$ cat src/rtl/local_network_interface.sv
// rtl/local_network_interface.sv - PE-to-router local-port interface with injection and ejection queues
module local_network_interface #(
    parameter int                      coordWidth   = 3,
    parameter logic [2*coordWidth-1:0] routerID     = '0,
    parameter int                      dataWidth    = 32,
    parameter int                      addressWidth = 2,
    parameter int                      cntWidth     = 16
) (
    input  logic                                clk,
    input  logic                                reset,
    input  logic                                peTxValid,
    output logic                                peTxReady,
    input  logic [2*coordWidth-1:0]             peTxDst,
    input  logic [dataWidth-4*coordWidth-1:0]   peTxPayload,
    output logic                                localReqUpStr,
    input  logic                                localGntUpStr,
    input  logic                                localUpStrFull,
    output logic [dataWidth-1:0]                localPacketIn,
    input  logic                                localReqDnStr,
    output logic                                localGntDnStr,
    output logic                                localDnStrFull,
    input  logic [dataWidth-1:0]                localPacketOut,
    output logic                                peRxValid,
    input  logic                                peRxReady,
    output logic [2*coordWidth-1:0]             peRxSrc,
    output logic [dataWidth-4*coordWidth-1:0]   peRxPayload,
    output logic [cntWidth-1:0]                 txCount,
    output logic [cntWidth-1:0]                 rxCount,
    output logic                                misrouteErr
);
    localparam int IDW   = 2 * coordWidth;
    localparam int PLW   = dataWidth - 2 * IDW;
    localparam int RXW   = dataWidth - IDW;
    localparam int DEPTH = 1 << addressWidth;
    localparam logic [addressWidth:0]   DEPTH_C  = (addressWidth + 1)'(DEPTH);
    localparam logic [addressWidth:0]   FILL_ONE = (addressWidth + 1)'(1);
    localparam logic [addressWidth-1:0] PTR_ONE  = addressWidth'(1);
    localparam logic [cntWidth-1:0]     CNT_ONE  = cntWidth'(1);

    typedef enum logic {S_IDLE, S_REQ} inj_state_e;

    // tx queue holds fully formed packets so the injection side only copies the head
    logic [dataWidth-1:0]    tx_mem_q [DEPTH];
    logic [dataWidth-1:0]    tx_mem_d [DEPTH];
    logic [addressWidth-1:0] tx_wr_q, tx_wr_d, tx_rd_q, tx_rd_d;
    logic [addressWidth:0]   tx_fill_q, tx_fill_d;
    logic                    tx_full_q, tx_full_d;
    logic                    tx_empty, tx_push, tx_pop;
    logic [dataWidth-1:0]    tx_wdata, tx_head;

    // rx queue drops the destination field; only src and payload reach the PE
    logic [RXW-1:0]          rx_mem_q [DEPTH];
    logic [RXW-1:0]          rx_mem_d [DEPTH];
    logic [addressWidth-1:0] rx_wr_q, rx_wr_d, rx_rd_q, rx_rd_d;
    logic [addressWidth:0]   rx_fill_q, rx_fill_d;
    logic                    rx_full_q, rx_full_d;
    logic                    rx_empty, rx_push, rx_pop, rx_room;
    logic [RXW-1:0]          rx_head;
    logic [IDW-1:0]          rx_dst;

    inj_state_e              state_q, state_d;
    logic                    pkt_load;
    logic [dataWidth-1:0]    pkt_q, pkt_d;
    logic [cntWidth-1:0]     tx_cnt_q, tx_cnt_d, rx_cnt_q, rx_cnt_d;
    logic                    gnt_dn_q, gnt_dn_d;
    logic                    err_q, err_d;

    assign tx_wdata = {peTxDst, routerID, peTxPayload};
    assign tx_empty = (tx_fill_q == '0);
    assign tx_head  = tx_mem_q[tx_rd_q];
    assign tx_push  = peTxValid && !tx_full_q;

    assign rx_empty = (rx_fill_q == '0);
    assign rx_head  = rx_mem_q[rx_rd_q];
    assign rx_dst   = localPacketOut[dataWidth-1 -: IDW];

    // tx queue next state: write accepted PE message, advance head on router grant
    always_comb begin
        tx_mem_d  = tx_mem_q;
        tx_wr_d   = tx_wr_q;
        tx_rd_d   = tx_rd_q;
        tx_fill_d = tx_fill_q;
        if (tx_push) begin
            tx_mem_d[tx_wr_q] = tx_wdata;
            tx_wr_d           = tx_wr_q + PTR_ONE;
        end
        if (tx_pop) begin
            tx_rd_d = tx_rd_q + PTR_ONE;
        end
        if (tx_push && !tx_pop) begin
            tx_fill_d = tx_fill_q + FILL_ONE;
        end else if (!tx_push && tx_pop) begin
            tx_fill_d = tx_fill_q - FILL_ONE;
        end
        tx_full_d = (tx_fill_d == DEPTH_C);
    end

    // rx queue next state: capture granted router packet, advance head on PE accept
    always_comb begin
        rx_mem_d  = rx_mem_q;
        rx_wr_d   = rx_wr_q;
        rx_rd_d   = rx_rd_q;
        rx_fill_d = rx_fill_q;
        if (rx_push) begin
            rx_mem_d[rx_wr_q] = localPacketOut[RXW-1:0];
            rx_wr_d           = rx_wr_q + PTR_ONE;
        end
        if (rx_pop) begin
            rx_rd_d = rx_rd_q + PTR_ONE;
        end
        if (rx_push && !rx_pop) begin
            rx_fill_d = rx_fill_q + FILL_ONE;
        end else if (!rx_push && rx_pop) begin
            rx_fill_d = rx_fill_q - FILL_ONE;
        end
        rx_full_d = (rx_fill_d == DEPTH_C);
    end

    // queue storage is not reset; pointers and fill levels define what is valid
    always_ff @(posedge clk) begin
        tx_mem_q <= tx_mem_d;
        rx_mem_q <= rx_mem_d;
    end

    // queue control registers
    always_ff @(posedge clk) begin
        if (reset) begin
            tx_wr_q   <= '0;
            tx_rd_q   <= '0;
            tx_fill_q <= '0;
            tx_full_q <= 1'b0;
            rx_wr_q   <= '0;
            rx_rd_q   <= '0;
            rx_fill_q <= '0;
            rx_full_q <= 1'b0;
        end else begin
            tx_wr_q   <= tx_wr_d;
            tx_rd_q   <= tx_rd_d;
            tx_fill_q <= tx_fill_d;
            tx_full_q <= tx_full_d;
            rx_wr_q   <= rx_wr_d;
            rx_rd_q   <= rx_rd_d;
            rx_fill_q <= rx_fill_d;
            rx_full_q <= rx_full_d;
        end
    end

    // injection FSM state register
    always_ff @(posedge clk) begin
        if (reset) begin
            state_q <= S_IDLE;
        end else begin
            state_q <= state_d;
        end
    end

    // injection FSM next state: request once a packet is queued and the router has room
    always_comb begin
        state_d = state_q;
        case (state_q)
            S_IDLE: if (!tx_empty && !localUpStrFull) state_d = S_REQ;
            S_REQ:  if (localGntUpStr) state_d = S_IDLE;
            default: state_d = S_IDLE;
        endcase
    end

    // injection FSM outputs: req held through router-full until granted
    always_comb begin
        localReqUpStr = (state_q == S_REQ);
        tx_pop        = (state_q == S_REQ) && localGntUpStr;
        pkt_load      = (state_q == S_IDLE) && !tx_empty && !localUpStrFull;
    end

    // ejection: grant is registered, never back-to-back, and only with guaranteed room
    always_comb begin
        rx_pop   = !rx_empty && peRxReady;
        rx_room  = !rx_full_q || rx_pop;
        gnt_dn_d = localReqDnStr && !gnt_dn_q && rx_room;
        rx_push  = localReqDnStr && gnt_dn_q;
        rx_cnt_d = rx_push ? rx_cnt_q + CNT_ONE : rx_cnt_q;
        err_d    = err_q || (rx_push && (rx_dst != routerID));
        pkt_d    = pkt_load ? tx_head : pkt_q;
        tx_cnt_d = tx_pop ? tx_cnt_q + CNT_ONE : tx_cnt_q;
    end

    // packet holding register, statistics and ejection handshake state
    always_ff @(posedge clk) begin
        if (reset) begin
            pkt_q    <= '0;
            tx_cnt_q <= '0;
            rx_cnt_q <= '0;
            gnt_dn_q <= 1'b0;
            err_q    <= 1'b0;
        end else begin
            pkt_q    <= pkt_d;
            tx_cnt_q <= tx_cnt_d;
            rx_cnt_q <= rx_cnt_d;
            gnt_dn_q <= gnt_dn_d;
            err_q    <= err_d;
        end
    end

    assign peTxReady      = !tx_full_q;
    assign localPacketIn  = pkt_q;
    assign localGntDnStr  = gnt_dn_q;
    assign localDnStrFull = rx_full_q;
    assign peRxValid      = !rx_empty;
    assign peRxSrc        = rx_head[RXW-1 -: IDW];
    assign peRxPayload    = rx_head[PLW-1:0];
    assign txCount        = tx_cnt_q;
    assign rxCount        = rx_cnt_q;
    assign misrouteErr    = err_q;

endmodule

$ cat config.mk
export PLATFORM = sky130hd
export DESIGN_NAME = local_network_interface
export DESIGN_NICKNAME = d
export VERILOG_FILES = /design/src/rtl/local_network_interface.sv
export SDC_FILE = /design/constraint.sdc
export NUM_CORES = 1
export LEC_CHECK = 0
export BUFFER_PORTS_ARGS = -buffer_cell sky130_fd_sc_hd__buf_2
export CAP_MARGIN = 20
export CORE_MARGIN = 2
export CORE_UTILIZATION = 51
export CTS_CLUSTER_SIZE = 28
export DETAILED_ROUTE_END_ITERATION = 8
export GPL_ROUTABILITY_DRIVEN = 0
export PLACE_DENSITY = 0.76
export RECOVER_POWER = 100
export SLEW_MARGIN = 40
export SYNTH_ARGS = -nofsm -noshare
export SYNTH_HDL_FRONTEND = slang
export SYNTH_SLANG_ARGS = --single-unit
$ cat constraint.sdc
create_clock -name clk -period 1.7 [get_ports clk]
set_input_delay 0.17 -clock clk [delete_from_list [all_inputs] [get_ports clk]]
set_output_delay 0.17 -clock clk [all_outputs]
set_load 0.005 [all_outputs]
==> results.yml, run 1 <==
status:
  status: "finished with violations"
  violations: "setup timing"
synth:
  syn_area_um2: 11000
  ys.flop_type: "edfxtp_1"
  synth.avg_cell_area_um2: 15.9
  ys_seq_area_share_pct: 70.5
  synth_edf_count: 208
  synth-seq-cells: 285
  synth_warnings: 0
  async_flop_share_pct: 0
  syn_inst: 693
  ys_types: 50
final_layout:
  fill_cells: 1513
  syn_to_final_growth_pct: 25.8
  drive_gt1_share_pct: 22.5
  nets: 1030
  n_antenna_cell: 0
  layout_commonest_cell: "edfxtp_1"
  layout_common_cells: "208 x edfxtp_1, 111 x clkbuf_1, 77 x nand2_1"
  design_area_um2: 13900
  multi_input_area_um2: 2990
  fin_cells: 1246
  utilization_pct: 65.7
  seq_area_um2: 7790
pwr:
  net-switching-power_w: 0.00427
  power.density_nw_per_um2: 1260
  p_int_w: 0.0133
  p_comb_share_pct: 16.9
  p_leak_nw: 4.73
  p_clk_share_pct: 37.2
  power_w: 0.0176
  ir_worst_vdd_v: 0.000994
  p_seq_share_pct: 45.9
  sw_frac_of_total_pct: 24.3
sta:
  final.min_clock_period_ps: 1940
  layout_setup_ws_ps: -235
  finalSetupViolCount: 79
  hold_viol: 0
  slew_violations: 0
  fin_crit_sh_pct: 114
  clock_skew_ps: 25.7
  clock.fmax_mhz: 517
  rsz0062_at_grt: "yes"
clocking:
  cts.reportedPaths.clkPinSlew_ps: 60
  cts_sinks: 285
  cts_tree: "done"
  clockBufferDepth: 3
  cts_root_buffer: "clkbuf_16"
  cts_buffers: 29
  clock_latency_ps: 540
  htreeDepth: 1
die:
  io_pins: 161
  die_h_um: 151
  die_area_um2: 22800
  start_util_pct: 52.2
  row_count: 53
  die_w_um: 151
  core_um2: 21200
global_routing:
  grt_pass1_wl_um: 35800
  grtUsageTotal_pct: 20.4
  grt_max_degree: 55
  antenna_found_initial: 0
  grt_pass1_vias: 6886
  overflow: 0
place:
  dp_cells: 1136
  dpl_worst_slack_ps: -24.1
  io_buffer_count: 154
  post-dp-hpwl_um: 13500
  placed_area_um2: 12500
routing:
  drt_iter0_markers: 305
  via_count: 6719
  wl_um: 23500
  first_pass_iters: 5
  viasPerCell: 5.39
  remaining_drc_errors: 0
  drtAntennaViolNets: 0
  routedWlPerCell_um: 18.9
worst_hold_path:
  hold_depth: 5
  hold_class: "input pin to register"
setup_path:
  end_kind: "primary output"
  slowest_stage: "mux4_2"
  cp.depth: 3
  cpLargestDelayFamily: "multiplexers"
  max_stage_delay_ps: 550
  arrival_ps: 1770
  start_kind: "register"
  cp_cell_sequence: "buf_12, mux4_2, buf_6"
  path_buf_inv: 2
  path_class: "register to primary output"
  required_ps: 1530
  critPathMaxFanout: 10
  r2r.worst_path.cells: 6
flow_run:
  drv_cap: 0
## per-stage QoR
| stage | TNS (ps) | hold WS, ps |
|---|---|---|
| 2_1_floorplan | -41.9 | 269 |
| 3_3_place_gp | 0 | 384 |
| 3_5_place_dp | -24.1 | 387 |
| 4_1_cts | -6570 | 24.2 |
| 5_1_grt | -16230 | 44.5 |
| 6_report | -7020 | 49.8 |
## state kept, by name (all words and copies together) (netlist names)
signal	flops
rx_mem_q	104
tx_mem_q	104
localPacketIn	26
rxCount	16
txCount	16
rx_fill_q	3
tx_fill_q	3
rx_rd_q	2
rx_wr_q	2
tx_rd_q	2
tx_wr_q	2
localDnStrFull	1
localGntDnStr	1
localReqUpStr	1
misrouteErr	1
tx_full_q	1
## kinds of logic after synthesis
family          share of synthesized area [%]
flops                                    70.5
mux                                      11.1
other cells                            0.0340
xor+xnor                                 2.38
fa+ha+maj                                1.81
simple gates                             8.61
compound gates                           3.07
buf+inv                                  2.46
## synthesized netlist by cell type (2+ instances only)
cell	n	area share, %
buf_1	7	0.24
xnor2_1	21	1.7
ha_1	16	1.8
a21oi_1	37	1.7
inv_1	18	0.61
clkbuf_1	12	0.41
and2_1	6	0.34
edfxtp_1	208	57
mux2_2	4	0.41
and4_1	3	0.24
o21ai_0	6	0.27
dfxtp_1	77	14
a311oi_1	2	0.16
nand4_2	2	0.23
buf_4	11	0.75
nand4_1	5	0.28
mux4_2	52	11
nand3_2	2	0.18
buf_2	6	0.27
nor3_1	12	0.54
and3_1	6	0.34
nand2b_1	3	0.17
nor2_1	43	1.5
nor2b_1	5	0.28
nor4_1	7	0.40
or3_1	3	0.17
a211oi_1	2	0.14
nand2_1	76	2.6
xor2_1	9	0.71
nor4_4	2	0.39
o21a_1	3	0.20
nand3_1	9	0.41
## worst paths after layout
kind,from,to,slack (ps)
max,rx_rd_q[0],peRxSrc[4],-240
min,localPacketOut[30],misrouteErr,50
max reg2reg,rx_fill_q[0],localDnStrFull,-160
min reg2reg,localPacketIn[0],localPacketIn[0],460
## worst min-delay path, stage by stage
cell,delay (ps)
buf_2,70
nor2_1,30
a21oi_1,120
nor2_1,50
nor2_1,90
## layer usage
| layer | part of all wire [%] | vias to the layer above | GRT usage (%) | wire length (µm) |
|---|---|---|---|---|
| met2 | 52 | 218 | 36.2 | 12200 |
| met5 | 0 | - | 0 | 0 |
| met1 | 40 | 3355 | 25.2 | 9410 |
| met3 | 5.7 | 41 | 3.31 | 1330 |
| li1 | - | 3105 | - | - |
| met4 | 2.3 | 0 | 7.57 | 541 |
## repair_timing
action / CTS / global route
hold endpoints to repair: 210 / 0
setup endpoints to repair: 28 / 32
gates cloned: 0 / 1
hold buffers: 54 / 0
gates resized for setup: 9 / 6
pin swaps: 3 / 2
buffers inserted: 1 / 1
## layout make-up
cell class / count / share of cell area, %
sequential: 285 / 56.1
clock buffer: 40 / 6.10
clock inverter: 13 / 1.15
timing repair buffer: 257 / 12.1
tap: 275 / 2.48
multi-input combinational: 357 / 21.5
inverter: 19 / 0.549
## power by group through the flow
stage,logic (W),registers (W),clock network (W)
final,0.00296,0.00806,0.00654
after global routing,0.00322,0.00809,0.00695
after CTS,0.00297,0.00804,0.00666
after detailed placement,0.00274,0.00818,0
after global placement,0.00269,0.00816,0
after floorplan,0.00161,0.00815,0
(Power assumes the default switching activity.)
==> inputs of run 2 (changes only) <==
Settings changed: CORE_ASPECT_RATIO set to 1.75.
==> run 2 against run 1 <==
  * The run still ends with setup timing left
  * Sequential share of layout area rose by 0.47 points
  * Non-clock buffer count fell by 2
  * Core utilization fell by 1.3 points
  * Largest cell class unchanged
  * Clock power fell by 19%
==> results.yml, run 2 (synthesis gave the netlist of run 1 again) <==
status:
  status: "finished with violations"
  violations: "setup timing"
sta:
  slew_violations: 0
  max_slew_margin_pct: 52.7
  hold_viol: 0
  finalSetupViolCount: 61
  final.min_clock_period_ps: 1950
  fin_crit_sh_pct: 115
  clock.fmax_mhz: 513
  clock_skew_ps: 11.0
  hold_ws_ps: 42.9
  rsz0062_at_grt: "yes"
  worst_slew_pin_slew_ps: 709
  layout_setup_ws_ps: -250
setup_path:
  cp_cell_sequence: "buf_12, mux4_2, buf_2"
  arrival_ps: 1780
  cpLargestDelayFamily: "multiplexers"
  path_class: "register to primary output"
  end_kind: "primary output"
  path_buf_inv: 2
  required_ps: 1530
  slowest_stage: "mux4_2"
  critPathMaxFanout: 7
  max_stage_delay_ps: 510
  start_kind: "register"
final_layout:
  layout_commonest_cell: "edfxtp_1"
  layout_common_cells: "208 x edfxtp_1, 118 x clkbuf_1, 76 x nand2_1"
  fill_cells: 1536
  seq_area_um2: 7800
  design_area_um2: 13800
  syn_to_final_growth_pct: 24.8
  multi_input_area_um2: 3060
  drive_gt1_share_pct: 21.7
  utilization_pct: 64.4
  n_antenna_cell: 0
  nets: 1024
routing:
  wl_um: 23400
  first_pass_iters: 4
  drt_iter0_markers: 289
  via_count: 6657
  routedWlPerCell_um: 18.7
  remaining_drc_errors: 0
  drtAntennaViolNets: 0
  viasPerCell: 5.31
pwr:
  p_comb_share_pct: 18.6
  sw_frac_of_total_pct: 24.9
  p_int_w: 0.0124
  p_seq_share_pct: 49.1
  net-switching-power_w: 0.00410
  p_leak_nw: 4.64
  ir_worst_vdd_v: 0.00125
  power.density_nw_per_um2: 1200
  p_clk_share_pct: 32.3
global_routing:
  grt_pass1_vias: 7074
  overflow: 0
  grt_pass1_wl_um: 35900
  grtUsageTotal_pct: 20.4
  antenna_found_initial: 0
  grt_max_degree: 56
place:
  placed_area_um2: 12500
  post-dp-hpwl_um: 14500
  dpl_worst_slack_ps: -34.5
  io_buffer_count: 154
clocking:
  clock_latency_ps: 520
  htreeDepth: 1
  cts_sinks: 285
  cts_tree: "done"
  clockBufferDepth: 3
  cts_buffers: 25
  cts_root_buffer: "clkbuf_16"
  cts.reportedPaths.clkPinSlew_ps: 70
die:
  die_area_um2: 22900
  start_util_pct: 51.6
  row_count: 71
  die_h_um: 199
  core_um2: 21400
  die_w_um: 115
  io_pins: 161
worst_hold_path:
  hold_class: "input pin to register"
flow_run:
  drv_cap: 0
-- run 2: cell count changes in the layout (fill, tap and decap cells not counted), sizes merged, moves of 2 or more --
cell	previous run	this run
clkinvlp	5	1
clkbuf	153	148
clkinv	5	9
buf	90	85
bufinv	3	1
-- run 2: final timing paths --
path	end	slack (ps)	start	cells after the start
hold reg to reg	localPacketIn[1]	450	localPacketIn[1]	2
setup reg to reg	localDnStrFull	-180	rx_fill_q[0]	7
setup / recovery	peRxPayload[1]	-250	rx_rd_q[0]	3
hold / removal	misrouteErr	40	localPacketOut[31]	5
-- run 2: what timing repair did --
action / CTS / global route
hold endpoints to repair: 210 / 0
setup endpoints to repair: 28 / 31
cloned: 1 / 1
hold buffers: 54 / 0
resized for setup: 17 / 16
buffers inserted: 2 / 1
pin swaps: 1 / 3
-- run 2: power groups by stage --
stage / clock [W] / combinational, W / sequential [W]
final: 0.00532 / 0.00307 / 0.00809
after global routing: 0.00568 / 0.00335 / 0.00812
after CTS: 0.00542 / 0.00304 / 0.00806
after detailed placement: 0 / 0.00271 / 0.00819
after global placement: 0 / 0.00266 / 0.00818
after floorplan: 0 / 0.00161 / 0.00815
-- run 2: worst reg2reg max path, cell delays in order (launching register included) --
cell and delay, ps:
dfxtp_2 320, inv_2 70, ha_4 120, nor2b_1 310, buf_4 190, nor3_4 40, or4_4 430, a2111oi_4 300
-- run 2: metal layers --
metal,vias to the layer above,track usage (%),part of all wire (%)
met5,-,0,0
met4,0,7.32,3.0
met3,44,4.05,6.1
met2,212,39.5,57
met1,3321,21.3,34
li1,3080,-,-
-- run 2: final cells by class --
cell class | count | area share (%)
clock buffer | 33 | 4.83
clock inverter | 12 | 0.690
multi-input combinational | 357 | 22.2
timing repair buffer | 255 | 12.5
inverter | 19 | 0.554
sequential | 285 | 56.6
tap | 292 | 2.65
-- run 2: through the flow --
stage	total power (W)	TNS, ps	cells
after floorplan	0.00975	-41.9	698
after global placement	0.0108	0	1149
after global routing	0.0171	-16040	1253
after detailed placement	0.0109	-34.5	1149
final	0.0165	-8130	1253
after CTS	0.0165	-5750	1251
